$ cat config.mk
export PLATFORM = sky130hd
export DESIGN_NAME = mc_sequencer_flat
export DESIGN_NICKNAME = d
export VERILOG_FILES = /design/src/rtl/mc_sequencer_if.sv /design/src/rtl/mc_sequencer.sv /design/src/flat_wrapper.sv
export SDC_FILE = /design/constraint.sdc
export NUM_CORES = 1
export LEC_CHECK = 0
export ABC_AREA = 1
export CAP_MARGIN = 15
export CELL_PAD_IN_SITES_DETAIL_PLACEMENT = 2
export CELL_PAD_IN_SITES_GLOBAL_PLACEMENT = 2
export CORE_MARGIN = 2
export CORE_UTILIZATION = 28
export CTS_CLUSTER_SIZE = 20
export DETAILED_ROUTE_END_ITERATION = 16
export PLACE_DENSITY_LB_ADDON = 0.1
export SYNTH_ARGS = -nofsm -noshare
export SYNTH_HDL_FRONTEND = slang
export SYNTH_SLANG_ARGS = --single-unit
$ cat constraint.sdc
create_clock -name clk -period 7 [get_ports clk]
set_input_delay 1.05 -clock clk [delete_from_list [all_inputs] [get_ports clk]]
set_output_delay 1.05 -clock clk [all_outputs]
set_load 0.02 [all_outputs]
$ cat src/rtl/mc_sequencer_if.sv
// Instruction-fetch bus between the sequencer (master) and instruction memory (slave).
interface mc_sequencer_if;
  logic        imem_req;
  logic [31:0] imem_addr;
  logic        imem_ready;
  logic [31:0] imem_rdata;

  modport master (
    output imem_req,
    output imem_addr,
    input  imem_ready,
    input  imem_rdata
  );

  modport slave (
    input  imem_req,
    input  imem_addr,
    output imem_ready,
    output imem_rdata
  );
endinterface

$ cat src/rtl/mc_sequencer.sv
// Multi-cycle control sequencer: fetches over a req/ready bus, steps each instruction through
// FETCH/DECODE/EXEC/MEM/WB, drives the datapath selects/strobes and owns the PC.
module mc_sequencer #(
  parameter logic [31:0] RESET_PC = 32'h0000_0000
) (
  input  logic           clk,
  input  logic           reset,
  mc_sequencer_if.master imem,
  output logic [4:0]     rs,
  output logic [4:0]     rt,
  output logic [4:0]     rd,
  output logic [15:0]    imm16,
  output logic           RegWr,
  output logic           MemWr,
  output logic           RegDst,
  output logic           ALUSrc,
  output logic           MemToReg,
  output logic           jl,
  output logic [2:0]     ALUCntrl,
  output logic [31:0]    pcStore,
  input  logic           zero,
  input  logic [31:0]    jRrs,
  output logic           retire,
  output logic [31:0]    instret,
  output logic           halted
);

  localparam logic [2:0] AluAdd = 3'b000;
  localparam logic [2:0] AluSub = 3'b001;
  localparam logic [2:0] AluXor = 3'b010;
  localparam logic [2:0] AluSlt = 3'b011;

  typedef enum logic [2:0] {StFetch, StDecode, StExec, StMem, StWb, StHalt} state_e;
  typedef enum logic [3:0] {KAlu, KImm, KLw, KSw, KBne, KJ, KJal, KJr, KIll} kind_e;

  typedef struct packed {
    logic       reg_dst;
    logic       alu_src;
    logic [2:0] alu_ctl;
    logic       mem_to_reg;
    logic       jl;
  } ctl_t;

  state_e      state_q;
  kind_e       kind_q;
  ctl_t        ctl_q;
  logic [31:0] pc_q;
  logic [25:0] ir_q;      // opcode/funct already folded into kind_q
  logic [31:0] instret_q;
  logic        halted_q;
  logic        reg_wr_q;
  logic        mem_wr_q;
  logic        retire_q;  // high throughout the instruction's last state

  kind_e       dec_kind;
  ctl_t        dec_ctl;
  logic [5:0]  dec_op;
  logic [5:0]  dec_fn;
  logic [31:0] pc_plus4;
  logic [31:0] br_target;
  logic [31:0] j_target;
  logic [31:0] pc_next;

  assign dec_op = imem.imem_rdata[31:26];
  assign dec_fn = imem.imem_rdata[5:0];

  // Decode the word on the fetch bus so the selects are already registered in DECODE.
  always_comb begin
    dec_kind = KIll;
    dec_ctl  = '0;
    case (dec_op)
      6'h00: begin
        case (dec_fn)
          6'h20, 6'h22, 6'h2A: begin
            dec_kind        = KAlu;
            dec_ctl.reg_dst = 1'b1;
            dec_ctl.alu_src = 1'b1;
            dec_ctl.alu_ctl = (dec_fn == 6'h20) ? AluAdd : (dec_fn == 6'h22) ? AluSub : AluSlt;
          end
          6'h08:   dec_kind = KJr;
          default: dec_kind = KIll;
        endcase
      end
      6'h08: dec_kind = KImm;
      6'h0E: begin
        dec_kind        = KImm;
        dec_ctl.alu_ctl = AluXor;
      end
      6'h23: begin
        dec_kind           = KLw;
        dec_ctl.mem_to_reg = 1'b1;
      end
      6'h2B: dec_kind = KSw;
      6'h05: begin
        dec_kind        = KBne;
        dec_ctl.alu_src = 1'b1;
        dec_ctl.alu_ctl = AluSub;
      end
      6'h02: dec_kind = KJ;
      6'h03: begin
        dec_kind   = KJal;
        dec_ctl.jl = 1'b1;
      end
      default: dec_kind = KIll;
    endcase
  end

  // Next PC for the retiring instruction; zero/jRrs are live in the BNE/JR last state.
  always_comb begin
    pc_plus4  = pc_q + 32'd4;
    br_target = pc_plus4 + {{14{ir_q[15]}}, ir_q[15:0], 2'b00};
    j_target  = {pc_plus4[31:28], ir_q[25:0], 2'b00};
    pc_next   = pc_plus4;
    case (kind_q)
      KBne:    pc_next = zero ? pc_plus4 : br_target;
      KJ:      pc_next = j_target;
      KJal:    pc_next = j_target;
      KJr:     pc_next = jRrs;
      default: pc_next = pc_plus4;
    endcase
  end

  // Sequencer FSM; strobes and retire are registered for the state being entered.
  always_ff @(posedge clk) begin
    if (reset) begin
      state_q   <= StFetch;
      kind_q    <= KIll;
      ctl_q     <= '0;
      pc_q      <= RESET_PC;
      ir_q      <= '0;
      instret_q <= '0;
      halted_q  <= 1'b0;
      reg_wr_q  <= 1'b0;
      mem_wr_q  <= 1'b0;
      retire_q  <= 1'b0;
    end else begin
      reg_wr_q <= 1'b0;
      mem_wr_q <= 1'b0;
      retire_q <= 1'b0;
      if (retire_q) begin
        state_q   <= StFetch;
        pc_q      <= pc_next;
        instret_q <= instret_q + 32'd1;
        ctl_q     <= '0;
      end else begin
        unique case (state_q)
          StFetch: begin
            if (imem.imem_ready) begin
              ir_q     <= imem.imem_rdata[25:0];
              kind_q   <= dec_kind;
              ctl_q    <= dec_ctl;
              state_q  <= StDecode;
              retire_q <= (dec_kind == KJ) || (dec_kind == KJr);
            end
          end
          StDecode: begin
            if (kind_q == KIll) begin
              state_q  <= StHalt;
              halted_q <= 1'b1;
            end else begin
              state_q  <= StExec;
              retire_q <= (kind_q == KBne);
            end
          end
          StExec: begin
            if ((kind_q == KLw) || (kind_q == KSw)) begin
              state_q  <= StMem;
              mem_wr_q <= (kind_q == KSw);
              retire_q <= (kind_q == KSw);
            end else begin
              state_q  <= StWb;
              reg_wr_q <= 1'b1;
              retire_q <= 1'b1;
            end
          end
          StMem: begin
            // Only LW is still in flight here.
            state_q  <= StWb;
            reg_wr_q <= 1'b1;
            retire_q <= 1'b1;
          end
          StWb:    state_q <= StFetch;
          StHalt:  state_q <= StHalt;
          default: state_q <= StFetch;
        endcase
      end
    end
  end

  // Outputs are forced to their reset values combinationally while reset is held.
  assign imem.imem_req  = (state_q == StFetch) && !reset;
  assign imem.imem_addr = reset ? RESET_PC : pc_q;
  assign rs             = reset ? 5'd0 : ir_q[25:21];
  assign rt             = reset ? 5'd0 : ir_q[20:16];
  assign rd             = reset ? 5'd0 : ir_q[15:11];
  assign imm16          = reset ? 16'd0 : ir_q[15:0];
  assign RegWr          = reg_wr_q && !reset;
  assign MemWr          = mem_wr_q && !reset;
  assign RegDst         = ctl_q.reg_dst && !reset;
  assign ALUSrc         = ctl_q.alu_src && !reset;
  assign MemToReg       = ctl_q.mem_to_reg && !reset;
  assign jl             = ctl_q.jl && !reset;
  assign ALUCntrl       = reset ? 3'd0 : ctl_q.alu_ctl;
  assign pcStore        = reset ? 32'd0 : pc_q + 32'd4;
  assign retire         = retire_q && !reset;
  assign instret        = reset ? 32'd0 : instret_q;
  assign halted         = halted_q && !reset;

endmodule

$ cat src/flat_wrapper.sv
// flat-port wrapper written by rule: the top's interface ports become plain ports
module mc_sequencer_flat 
#(
  parameter logic [31:0] RESET_PC = 32'h0000_0000
)
  (clk, reset, rs, rt, rd, imm16, RegWr, MemWr, RegDst, ALUSrc, MemToReg, jl, ALUCntrl, pcStore, zero, jRrs, retire, instret, halted, imem_imem_req, imem_imem_addr, imem_imem_ready, imem_imem_rdata);
  mc_sequencer_if imem_i ();
  input  logic clk;
  input  logic reset;
  output logic [4:0] rs;
  output logic [4:0] rt;
  output logic [4:0] rd;
  output logic [15:0] imm16;
  output logic RegWr;
  output logic MemWr;
  output logic RegDst;
  output logic ALUSrc;
  output logic MemToReg;
  output logic jl;
  output logic [2:0] ALUCntrl;
  output logic [31:0] pcStore;
  input  logic zero;
  input  logic [31:0] jRrs;
  output logic retire;
  output logic [31:0] instret;
  output logic halted;
  output wire logic [$bits(imem_i.imem_req)-1:0] imem_imem_req;
  output wire logic [$bits(imem_i.imem_addr)-1:0] imem_imem_addr;
  input wire logic [$bits(imem_i.imem_ready)-1:0] imem_imem_ready;
  input wire logic [$bits(imem_i.imem_rdata)-1:0] imem_imem_rdata;
  assign imem_imem_req = imem_i.imem_req;
  assign imem_imem_addr = imem_i.imem_addr;
  assign imem_i.imem_ready = imem_imem_ready;
  assign imem_i.imem_rdata = imem_imem_rdata;
  mc_sequencer #(.RESET_PC(RESET_PC)) u_core (.clk(clk), .reset(reset), .imem(imem_i), .rs(rs), .rt(rt), .rd(rd), .imm16(imm16), .RegWr(RegWr), .MemWr(MemWr), .RegDst(RegDst), .ALUSrc(ALUSrc), .MemToReg(MemToReg), .jl(jl), .ALUCntrl(ALUCntrl), .pcStore(pcStore), .zero(zero), .jRrs(jRrs), .retire(retire), .instret(instret), .halted(halted));
endmodule
==> impl_metrics.tcl, run 1 <==
set metrics [dict create \
    status "complete, no violations" \
    cts_tree "built" \
    crit_type "input pin to output pin" \
    layoutNonFillerInstCount 2142 \
    fmaxAchievable_mhz 235 \
    drcViolationCount 0 \
    rsz0062_at_grt "false" \
    yosysUniqueCellTypes 50 \
    tightestPinTransition_ns 1.06 \
    synth.avg_cell_area_um2 5.75 \
    layout.nets 1840 \
    post_cts_resized 0 \
    switchingPower_mw 0.818 \
    final-hold-violation-count 0 \
    ios 207 \
    final_common_cell "nand2_1" \
    r2r-start "u_core.pc_q[8]$_SDFFE_PP0P_" \
    fill_cells 4024 \
    fin_setup_tns_ns 0 \
    post_drt_via_cell_ratio 5.07 \
    ys_seq_area_share_pct 23.8 \
    antenna_found_initial 4 \
    clkPwrFrac_pct 27.8 \
    postCtsSetupBuffers 0 \
    cpMostUsedCell "buf_4" \
    portBuffers 205 \
    post-route-period-util_pct 60.9 \
    power_density_nw_per_um2 172 \
    dieWidth_um 183 \
    arrival_ns 3.21 \
    dp_hpwl_um 35500 \
    place_congestion 0.879 \
    cellLeakagePower_nw 5.14 \
    synth_area_um2 9010 \
    irDropWorstVdd_mv 0.130 \
    area_delta_synth_final_pct 29.4 \
    ys_seq_elements 107 \
    crit_path_max_incr_delay_ns 0.70 \
    p_comb_share_pct 33.4 \
    synth_edf_count 0 \
    drive_gt1_share_pct 4.26 \
    r2r_slack_ns 3.26 \
    first_pass_iters 4 \
    synthCells 1565 \
    dp_cells 2125 \
    cap_violations 0 \
    wirelength_um 43000 \
    h-tree-depth 3 \
    hold_start "u_core.pc_q[0]$_SDFFE_PP0P_" \
    whs_endpoint "u_core.pc_q[0]$_SDFFE_PP0P_" \
    initial_core_util_pct 28.5 \
    clkSinkCount 107 \
    rows 65 \
    first_iter_violations 425 \
    grt_use_total_pct 25.5 \
    reg2reg_to "u_core.pc_q[30]$_SDFFE_PP0P_" \
    p_sw_share_pct 40.9 \
    drtAntennaViolNets 0 \
    grt_max_degree 92 \
    insertion_delay_ns 0.38 \
    finalMaxSlewViolations 0 \
    slowest_stage "buf_4" \
    hold_class "flip-flop to flip-flop" \
    cts-root-buf "clkbuf_16" \
    crit_buf_inv 3 \
    start_kind "input pin" \
    synthesis.nets 1671 \
    crit_chain "buf_4, buf_4, nor2_1, clkdlybuf4s50_1" \
    seqPwrFrac_pct 38.9 \
    grt_pass1_wl_um 65600 \
    routedWlPerCell_um 20.1 \
    finalSetupViolations 0 \
    reg2reg_depth 18 \
    grt-ovfl-total 0 \
    vias 10864 \
    critPathTopFamily "buffers and inverters" \
    dieArea_um2 33600 \
    final_cell_mix "nand2_1, inv_1, nor2_1, clkdlybuf4s50_1, dfxtp_1" \
    cp.required_ns 5.95 \
    worstHoldPathCells 2 \
    critPathCaptureType "output pin" \
    clockBufferDepth 2 \
    cp_max_fo 91 \
    layout_min_cycle_time_ns 4.26 \
    relSlewSlack_pct 29.1 \
    ys_dominant_reg_cell "dfxtp_1" \
    synth-async-reset-ratio_pct 0 \
    die-height_um 183 \
    core_um2 31600 \
    synth_warnings 0 \
    cts.hold.buffers_added 0 \
    fin_worst_skew_ns 0.0151 \
    first_global_vias 11738 \
    cts_made_buffers 9 \
    clk_pin_slew_worst_paths_ns 0.08 \
    internal_power_mw 1.18 \
]
[area by class of cell]
class                           count  area [um^2]  share of cell area, %
Clock inverter                      6         61.3                  0.526
Antenna cell                        1         2.50                 0.0215
Tap cell                          402          503                   4.32
Sequential cell                   107         2140                   18.4
Clock buffer                       10          239                   2.05
Inverter                          273         1020                   8.80
Multi-Input combinational cell   1132         5580                   47.9
Timing Repair Buffer              211         2090                   18.0
[synth_stat cells (all sizes together), types with 2 or more instances]
cell type | count | share of area [%]
nand2 | 395 | 17
inv | 272 | 11
nor2 | 256 | 12
a21oi | 108 | 6.1
dfxtp | 107 | 24
o21ai | 89 | 4.9
nand3 | 87 | 4.9
ha | 37 | 5.1
nor3 | 36 | 2.4
clkbuf | 31 | 1.3
buf | 22 | 1.6
nand4 | 21 | 1.5
a22oi | 19 | 1.6
xor2 | 15 | 1.5
nor4 | 10 | 0.69
o22ai | 9 | 0.63
a221oi | 7 | 0.68
a31oi | 6 | 0.42
o211ai | 6 | 0.50
or2 | 5 | 0.35
o21a | 4 | 0.33
nand3b | 3 | 0.25
o21bai | 3 | 0.25
o31ai | 3 | 0.25
a211oi | 2 | 0.17
a21o | 2 | 0.17
and2 | 2 | 0.14
[layer usage]
metal | routed length [um] | track usage (%) | vias up
met5 | 37 | 0 | -
li1 | - | - | 5283
met3 | 1540 | 3.20 | 55
met4 | 1240 | 8.38 | 6
met2 | 21700 | 47.0 | 213
met1 | 18500 | 30.4 | 5307
[how the worst max path moves through the flow]
stage	startpoint	endpoint	cells past startpoint
floorplan	reset	rd[0]	5
global placement	reset	rd[4]	4
detailed placement	reset	imm16[15]	4
CTS	reset	imm16[15]	4
global route	reset	imm16[15]	4
finish	reset	imm16[15]	4
[power by group through the flow]
stage	Combinational [mW]	Sequential, mW	Clock, mW
6_report	0.668	0.778	0.556
5_1_grt	0.738	0.784	0.589
4_1_cts	0.672	0.775	0.567
3_5_place_dp	0.667	0.789	0
3_3_place_gp	0.647	0.785	0
2_1_floorplan	0.422	0.737	0
[per-stage QoR]
stage / instance area (um^2) / power (mW) / hold WS [ns] / utilization [%] / worst slack [ns]
final: 11700 / 2.00 / 0.487 / 36.8 / 2.74
after global routing: 11700 / 2.11 / 0.514 / 36.8 / 2.54
after CTS: 11600 / 2.01 / 0.495 / 36.8 / 2.73
after detailed placement: 11300 / 1.46 / 0.482 / 35.9 / 2.73
after global placement: 11300 / 1.43 / 0.451 / 35.9 / 2.79
after floorplan: 9010 / 1.16 / 0.431 / - / 3.77
[cells by family (layout without fill, tap and decap cells)]
group | Yosys count | count (layout) | share of synthesized area (%)
XOR/XNOR | 16 | 16 | 1.56
flip-flops | 107 | 107 | 23.8
adder cells (fa/ha/maj) | 38 | 38 | 5.36
AND/OR/NAND/NOR | 816 | 816 | 38.7
buffers and inverters | 326 | 500 | 14.2
other | 1 | 2 | 0.0416
AO/OA/AOI/OAI | 261 | 261 | 16.3
[registers in the layout (all words and copies together), names as in the netlist]
signal,flops
u_core.instret_q,32
u_core.pc_q,32
u_core.ir_q,26
u_core.ctl_q,6
u_core.kind_q,4
u_core.state_q,3
u_core.halted_q,1
u_core.mem_wr_q,1
u_core.reg_wr_q,1
u_core.retire_q,1
[worst reg2reg max path: stages, from the launching register on]
cell	delay (ns)
dfxtp_1	0.43
nand2_1	0.11
nor2_1	0.21
nand2_1	0.18
nor2_1	0.38
xor2_1	0.42
inv_1	0.18
ha_1	0.37
a21oi_1	0.11
o21ai_0	0.39
inv_1	0.12
nand3_1	0.14
nand2_1	0.13
nand3_1	0.11
nand3_1	0.09
nand2_1	0.08
nand2_1	0.06
nand2_1	0.07
nand2_1	0.06
Note: power is estimated with default switching activity, not from simulation.
==> inputs of run 2 (changes only) <==
--- a/config.mk
+++ b/config.mk
@@ -10,7 +10,7 @@
 export CELL_PAD_IN_SITES_DETAIL_PLACEMENT = 2
 export CELL_PAD_IN_SITES_GLOBAL_PLACEMENT = 2
 export CORE_MARGIN = 2
-export CORE_UTILIZATION = 28
+export CORE_UTILIZATION = 26
 export CTS_CLUSTER_SIZE = 20
 export DETAILED_ROUTE_END_ITERATION = 16
 export PLACE_DENSITY_LB_ADDON = 0.1
==> constraint.sdc (replaced) <==
create_clock -name clk -period 4 [get_ports clk]
set_input_delay 0.6 -clock clk [delete_from_list [all_inputs] [get_ports clk]]
set_output_delay 0.6 -clock clk [all_outputs]
set_load 0.02 [all_outputs]
==> run 2 against run 1 <==
Net effect: setup slack got worse by 2.4 ns; via count increased by 1.4%; critical path depth increased by 13; sequential power increased by 74%; cell count increased by 3.3%; flip-flop and latch count unchanged; hold slack got worse by 0.0061 ns; largest power group unchanged; power increased by 78%; final area increased by 2.1%; die area increased by 7.5%; clock skew about the same.
==> impl_metrics.tcl, run 2 (synthesized netlist as in run 1, its figures left out) <==
set metrics [dict create \
    rsz0062_at_grt "false" \
    ios 207 \
    routedWlPerCell_um 20.5 \
    antenna_found_initial 1 \
    cap_violations 0 \
    cellLeakagePower_nw 5.23 \
    area_delta_synth_final_pct 32.1 \
    hold_class "flip-flop to flip-flop" \
    cp.required_ns 4.24 \
    critPathTopFamily "simple AND/OR/NAND/NOR gates" \
    post_drt_via_cell_ratio 4.98 \
    clockBufferDepth 2 \
    grt-ovfl-total 0 \
    finalSetupViolations 0 \
    hold_ws_ns 0.481 \
    final-hold-violation-count 0 \
    vias 11012 \
    first_global_vias 11934 \
    crit_path_max_incr_delay_ns 0.44 \
    relSlewSlack_pct 46.8 \
    fin_worst_skew_ns 0.0156 \
    cts_tree "built" \
    finalMaxSlewViolations 0 \
    initial_core_util_pct 26.3 \
    dieWidth_um 190 \
    finalPower_mw 3.55 \
    insertion_delay_ns 0.38 \
    crit_type "flip-flop to flip-flop" \
    wirelength_um 45400 \
    arrival_ns 3.94 \
    layout.nets 1857 \
    crit_chain "ha_1, nand4_1, nor3_2, xor2_2, inv_1, ha_1, nand2_1, nor2_1, inv_1, nor2_1, inv_1, nor2_1, o21ai_0, nand3_1, nand3_1, nand2_1, o21ai_0" \
    irDropWorstVdd_mv 0.185 \
    drtAntennaViolNets 0 \
    start_kind "flip-flop" \
    setup_ws_ns 0.301 \
    first_pass_iters 5 \
    cp_max_fo 5 \
    clk_pin_slew_worst_paths_ns 0.10 \
    cts.hold.buffers_added 0 \
    crit_buf_inv 3 \
    power_density_nw_per_um2 299 \
    final_common_cell "nand2_1" \
    grt_pass1_wl_um 69300 \
    dieArea_um2 36100 \
    grt_use_total_pct 25.2 \
    dp_worst_setup_slack_ns 0.173 \
    layoutNonFillerInstCount 2212 \
    die-height_um 190 \
    drive_gt1_share_pct 5.35 \
    critPathCaptureType "flip-flop" \
    status "complete, no violations" \
    core_um2 34300 \
    final_cell_mix "nand2_1, inv_1, nor2_1, clkdlybuf4s50_1, dfxtp_1" \
    place_congestion 0.941 \
    cts_made_buffers 9 \
    fill_cells 4295 \
    tightestPinTransition_ns 0.797 \
    reg_top3 "u_core.instret_q: 32 flops, u_core.pc_q: 32 flops, u_core.ir_q: 26 flops" \
    dp_hpwl_um 37700 \
    h-tree-depth 3 \
    fin_setup_tns_ns 0 \
    first_iter_violations 486 \
    fmaxAchievable_mhz 270 \
    rows 68 \
    dp_cells 2195 \
    post-route-period-util_pct 92.5 \
    clkSinkCount 107 \
    layout_min_cycle_time_ns 3.70 \
    portBuffers 205 \
    slowest_stage "dfxtp_1" \
    cts-root-buf "clkbuf_16" \
    drcViolationCount 0 \
    grt_max_degree 50 \
]
## run 2: changes by cell type in the layout (fill, tap and decap cells not counted), moves of 2 or more
cell,before,now
xor2_2,0,2
buf_4,7,23
clkinv_8,0,3
xor2_1,15,13
## run 2: path summary, 6_finish.rpt
path / startpoint / to / slack (ns) / depth (start not counted)
min reg2reg: u_core.ctl_q[1]$_SDFFE_PP0P_ / u_core.ctl_q[1]$_SDFFE_PP0P_ / 0.48 / 2
min: u_core.ctl_q[1]$_SDFFE_PP0P_ / u_core.ctl_q[1]$_SDFFE_PP0P_ / 0.48 / 2
max reg2reg: u_core.pc_q[3]$_SDFFE_PP0P_ / u_core.pc_q[17]$_SDFFE_PP0P_ / 0.30 / 17
max: u_core.pc_q[3]$_SDFFE_PP0P_ / u_core.pc_q[17]$_SDFFE_PP0P_ / 0.30 / 17
## run 2: metal layers
layer,wire [um],global-route usage [%],vias to the layer above
met5,0,0,-
met4,1840,10.8,0
met3,1610,2.38,70
met2,21900,43.9,260
met1,20100,31.7,5353
li1,-,-,5329
## run 2: cell type report
cell class / count / area [um^2] / area share [%]
timing repair buffer: 228 / 2230 / 18.8
antenna: 1 / 2.50 / 0.0210
sequential: 107 / 2140 / 18.0
tap: 455 / 569 / 4.79
multi-input combinational: 1132 / 5600 / 47.1
clock inverter: 7 / 91.3 / 0.768
clock buffer: 9 / 225 / 1.89
inverter: 273 / 1020 / 8.62
## run 2: through the flow
step / cell area, um^2 / utilization [%]
3_5_place_dp: 11600 / 33.7
5_1_grt: 11900 / 34.7
3_3_place_gp: 11600 / 33.7
2_1_floorplan: 9010 / -
4_1_cts: 11900 / 34.6
6_report: 11900 / 34.7
## run 2: repair_timing
item                       4_1_cts  5_1_grt
setup endpoints to repair        0        7
setup buffers                    0        0
resized for setup                0        3
## run 2: tightest hold or removal path: cells and delay by family (launching register included)
family | cells | cell delay, ns
flip-flops | 1 | 0.31
buffers and inverters | 1 | 0.07
AO/OA/AOI/OAI | 1 | 0.06
## run 2: power by group
part	internal, mW	switching, mW
combinational	0.429	0.777
clock	0.456	0.544
sequential	1.19	0.158
==> inputs of run 3 (changes only) <==
--- a/config.mk
+++ b/config.mk
@@ -17,3 +17,4 @@
 export SYNTH_ARGS = -nofsm -noshare
 export SYNTH_HDL_FRONTEND = slang
 export SYNTH_SLANG_ARGS = --single-unit
+export TNS_END_PERCENT = 100
==> constraint.sdc (replaced) <==
create_clock -name clk -period 3.5 [get_ports clk]
set_input_delay 0.525 -clock clk [delete_from_list [all_inputs] [get_ports clk]]
set_output_delay 0.525 -clock clk [all_outputs]
set_load 0.02 [all_outputs]
==> run 3 against run 2 <==
Net effect: die area is the same; power grew 17%; sequential share of layout area shrank 0.67 points; via count grew 1.1%; clock skew grew 0.0023 ns; cell count grew 2.4%; largest cell class unchanged; highest routed layer is now met5.
==> impl_metrics.tcl, run 3 (synthesized netlist as in run 1, its figures left out) <==
set metrics [dict create \
    status "complete, no violations" \
    final_cell_area_um2 12400 \
    grt_pass1_wl_um 68800 \
    h-tree-depth 3 \
    finalMaxSlewViolations 0 \
    reg_top3 "u_core.instret_q: 32 flops, u_core.pc_q: 32 flops, u_core.ir_q: 26 flops" \
    relSlewSlack_pct 51.0 \
    grt_use_total_pct 25.1 \
    final_cell_mix "nand2_1, inv_1, nor2_1, clkdlybuf4s50_1, a21oi_1" \
    grt_max_degree 64 \
    routedWlPerCell_um 20.1 \
    setup_ws_ns 0.161 \
    dp_worst_setup_slack_ns -0.0617 \
    area_delta_synth_final_pct 37.5 \
    cp_max_fo 5 \
    place_area_um2 11900 \
    final_common_cell "nand2_1" \
    whs_endpoint "u_core.ctl_q[1]$_SDFFE_PP0P_" \
    power_density_nw_per_um2 335 \
    hold_class "flip-flop to flip-flop" \
    finalPower_mw 4.15 \
    crit_type "flip-flop to output pin" \
    r2r-start "u_core.pc_q[2]$_SDFFE_PP0P_" \
    rows 68 \
    die-height_um 190 \
    dieArea_um2 36100 \
    fmaxAchievable_mhz 300 \
    vias 11130 \
    fin_setup_tns_ns 0 \
    fin_worst_skew_ns 0.0179 \
    finalSetupViolations 0 \
    drcViolationCount 0 \
    post_drt_via_cell_ratio 4.92 \
    cts_made_buffers 9 \
    dieWidth_um 190 \
    crit_buf_inv 3 \
    first_iter_violations 438 \
    start_kind "flip-flop" \
    r2r_slack_ns 0.24 \
    insertion_delay_ns 0.39 \
    clkSinkCount 107 \
    crit_path_max_incr_delay_ns 0.60 \
    critPathCaptureType "output pin" \
    worstHoldPathCells 2 \
    reg2reg_to "u_core.pc_q[26]$_SDFFE_PP0P_" \
    crit_chain "ha_1, nand2_2, nor2_4, nand2_2, nor3_4, buf_4, nand3_1, nand2_1, nand2_1, buf_4, nor2_1, clkdlybuf4s50_1" \
    cap_violations 0 \
    crit_start "u_core.pc_q[2]$_SDFFE_PP0P_" \
    drive_gt1_share_pct 9.35 \
    initial_core_util_pct 26.3 \
    core_um2 34300 \
    clk_pin_slew_worst_paths_ns 0.08 \
    cts-root-buf "clkbuf_16" \
    arrival_ns 2.81 \
    critPathTopFamily "buffers and inverters" \
    finish.utilization_pct 36.1 \
    cp.required_ns 2.97 \
    clockBufferDepth 2 \
    ios 207 \
    first_global_vias 11908 \
    layout.nets 1909 \
    dp_hpwl_um 37800 \
    slowest_stage "clkdlybuf4s50_1" \
    layout_min_cycle_time_ns 3.34 \
    drtAntennaViolNets 0 \
    cts_tree "built" \
    rsz0062_at_grt "true" \
    tightestPinTransition_ns 0.735 \
    final-hold-violation-count 0 \
    grt-ovfl-total 0 \
    first_pass_iters 5 \
    post-route-period-util_pct 95.4 \
    cellLeakagePower_nw 5.48 \
    cts.hold.buffers_added 0 \
    reg2reg_depth 20 \
    wirelength_um 45400 \
    portBuffers 205 \
    antenna_found_initial 2 \
    irDropWorstVdd_mv 0.271 \
    place_congestion 0.857 \
    hold_start "u_core.ctl_q[1]$_SDFFE_PP0P_" \
]
-- run 3: changes by cell type in the layout (fill, tap and decap cells not counted), sizes merged --
| cell | change |
|---|---|
| buf | +52 |
| bufinv | +1 |
| clkinv | +1 |
| inv | -2 |
-- run 3: where the power goes --
part | switching [mW] | total (mW) | internal (mW)
combinational | 0.921 | 1.46 | 0.540
sequential | 0.170 | 1.53 | 1.36
clock | 0.588 | 1.16 | 0.570
total | 1.68 | 4.15 | 2.47
-- run 3: cell type report --
type                       instances  area (um^2)
antenna                            1         2.50
clock buffer                       9          225
clock inverter                     7         86.3
fill                            4281        21900
inverter                         273         1020
multi-input combinational       1132         5690
sequential                       107         2150
tap                              455          569
timing repair buffer             280         2640
-- run 3: worst max-delay path by stage --
stage               cells after the start                            to  slack, ns
finish                                 12                   pcStore[26]       0.16
detailed placement                     20  u_core.pc_q[23]$_SDFFE_PP0P_      -0.06
global placement                       20  u_core.pc_q[23]$_SDFFE_PP0P_       0.05
floorplan                              21  u_core.pc_q[27]$_SDFFE_PP0P_       0.76
global route                           23  u_core.pc_q[23]$_SDFFE_PP0P_      -0.05
CTS                                    21  u_core.pc_q[23]$_SDFFE_PP0P_       0.04
-- run 3: worst reg2reg max path: stages (launching register included) --
cell     delay, ns
dfxtp_2       0.38
ha_1          0.21
nand2_2       0.09
nor2_4        0.16
nand2_2       0.10
nor3_4        0.28
nand2_1       0.14
xor2_2        0.22
inv_1         0.07
ha_2          0.41
nand2_1       0.13
nor2_4        0.14
nand2_1       0.12
nor2_1        0.12
nand2_1       0.11
nand4_1       0.11
nand3_1       0.10
nand2_1       0.10
nand2_1       0.07
nand2_1       0.07
nand2_1       0.05
-- run 3: stage by stage --
| step | instances | hold WS [ns] |
|---|---|---|
| detailed placement | 2245 | 0.464 |
| finish | 2264 | 0.473 |
| global placement | 2245 | 0.455 |
| global route | 2263 | 0.520 |
| floorplan | 1565 | 0.431 |
| CTS | 2261 | 0.470 |
-- run 3: repair_timing --
action,in CTS,in global routing
buffers inserted,0,2
setup endpoints to repair,3,12
gates cloned,0,0
gates resized for setup,3,27
pin swaps,0,1
-- run 3: routing by layer --
metal | GRT usage [%] | routed length (um) | up-vias
li1 | - | - | 5437
met1 | 30.6 | 19600 | 5427
met2 | 45.4 | 22800 | 211
met3 | 3.32 | 1740 | 53
met4 | 8.47 | 1280 | 2
met5 | 0 | 9 | -
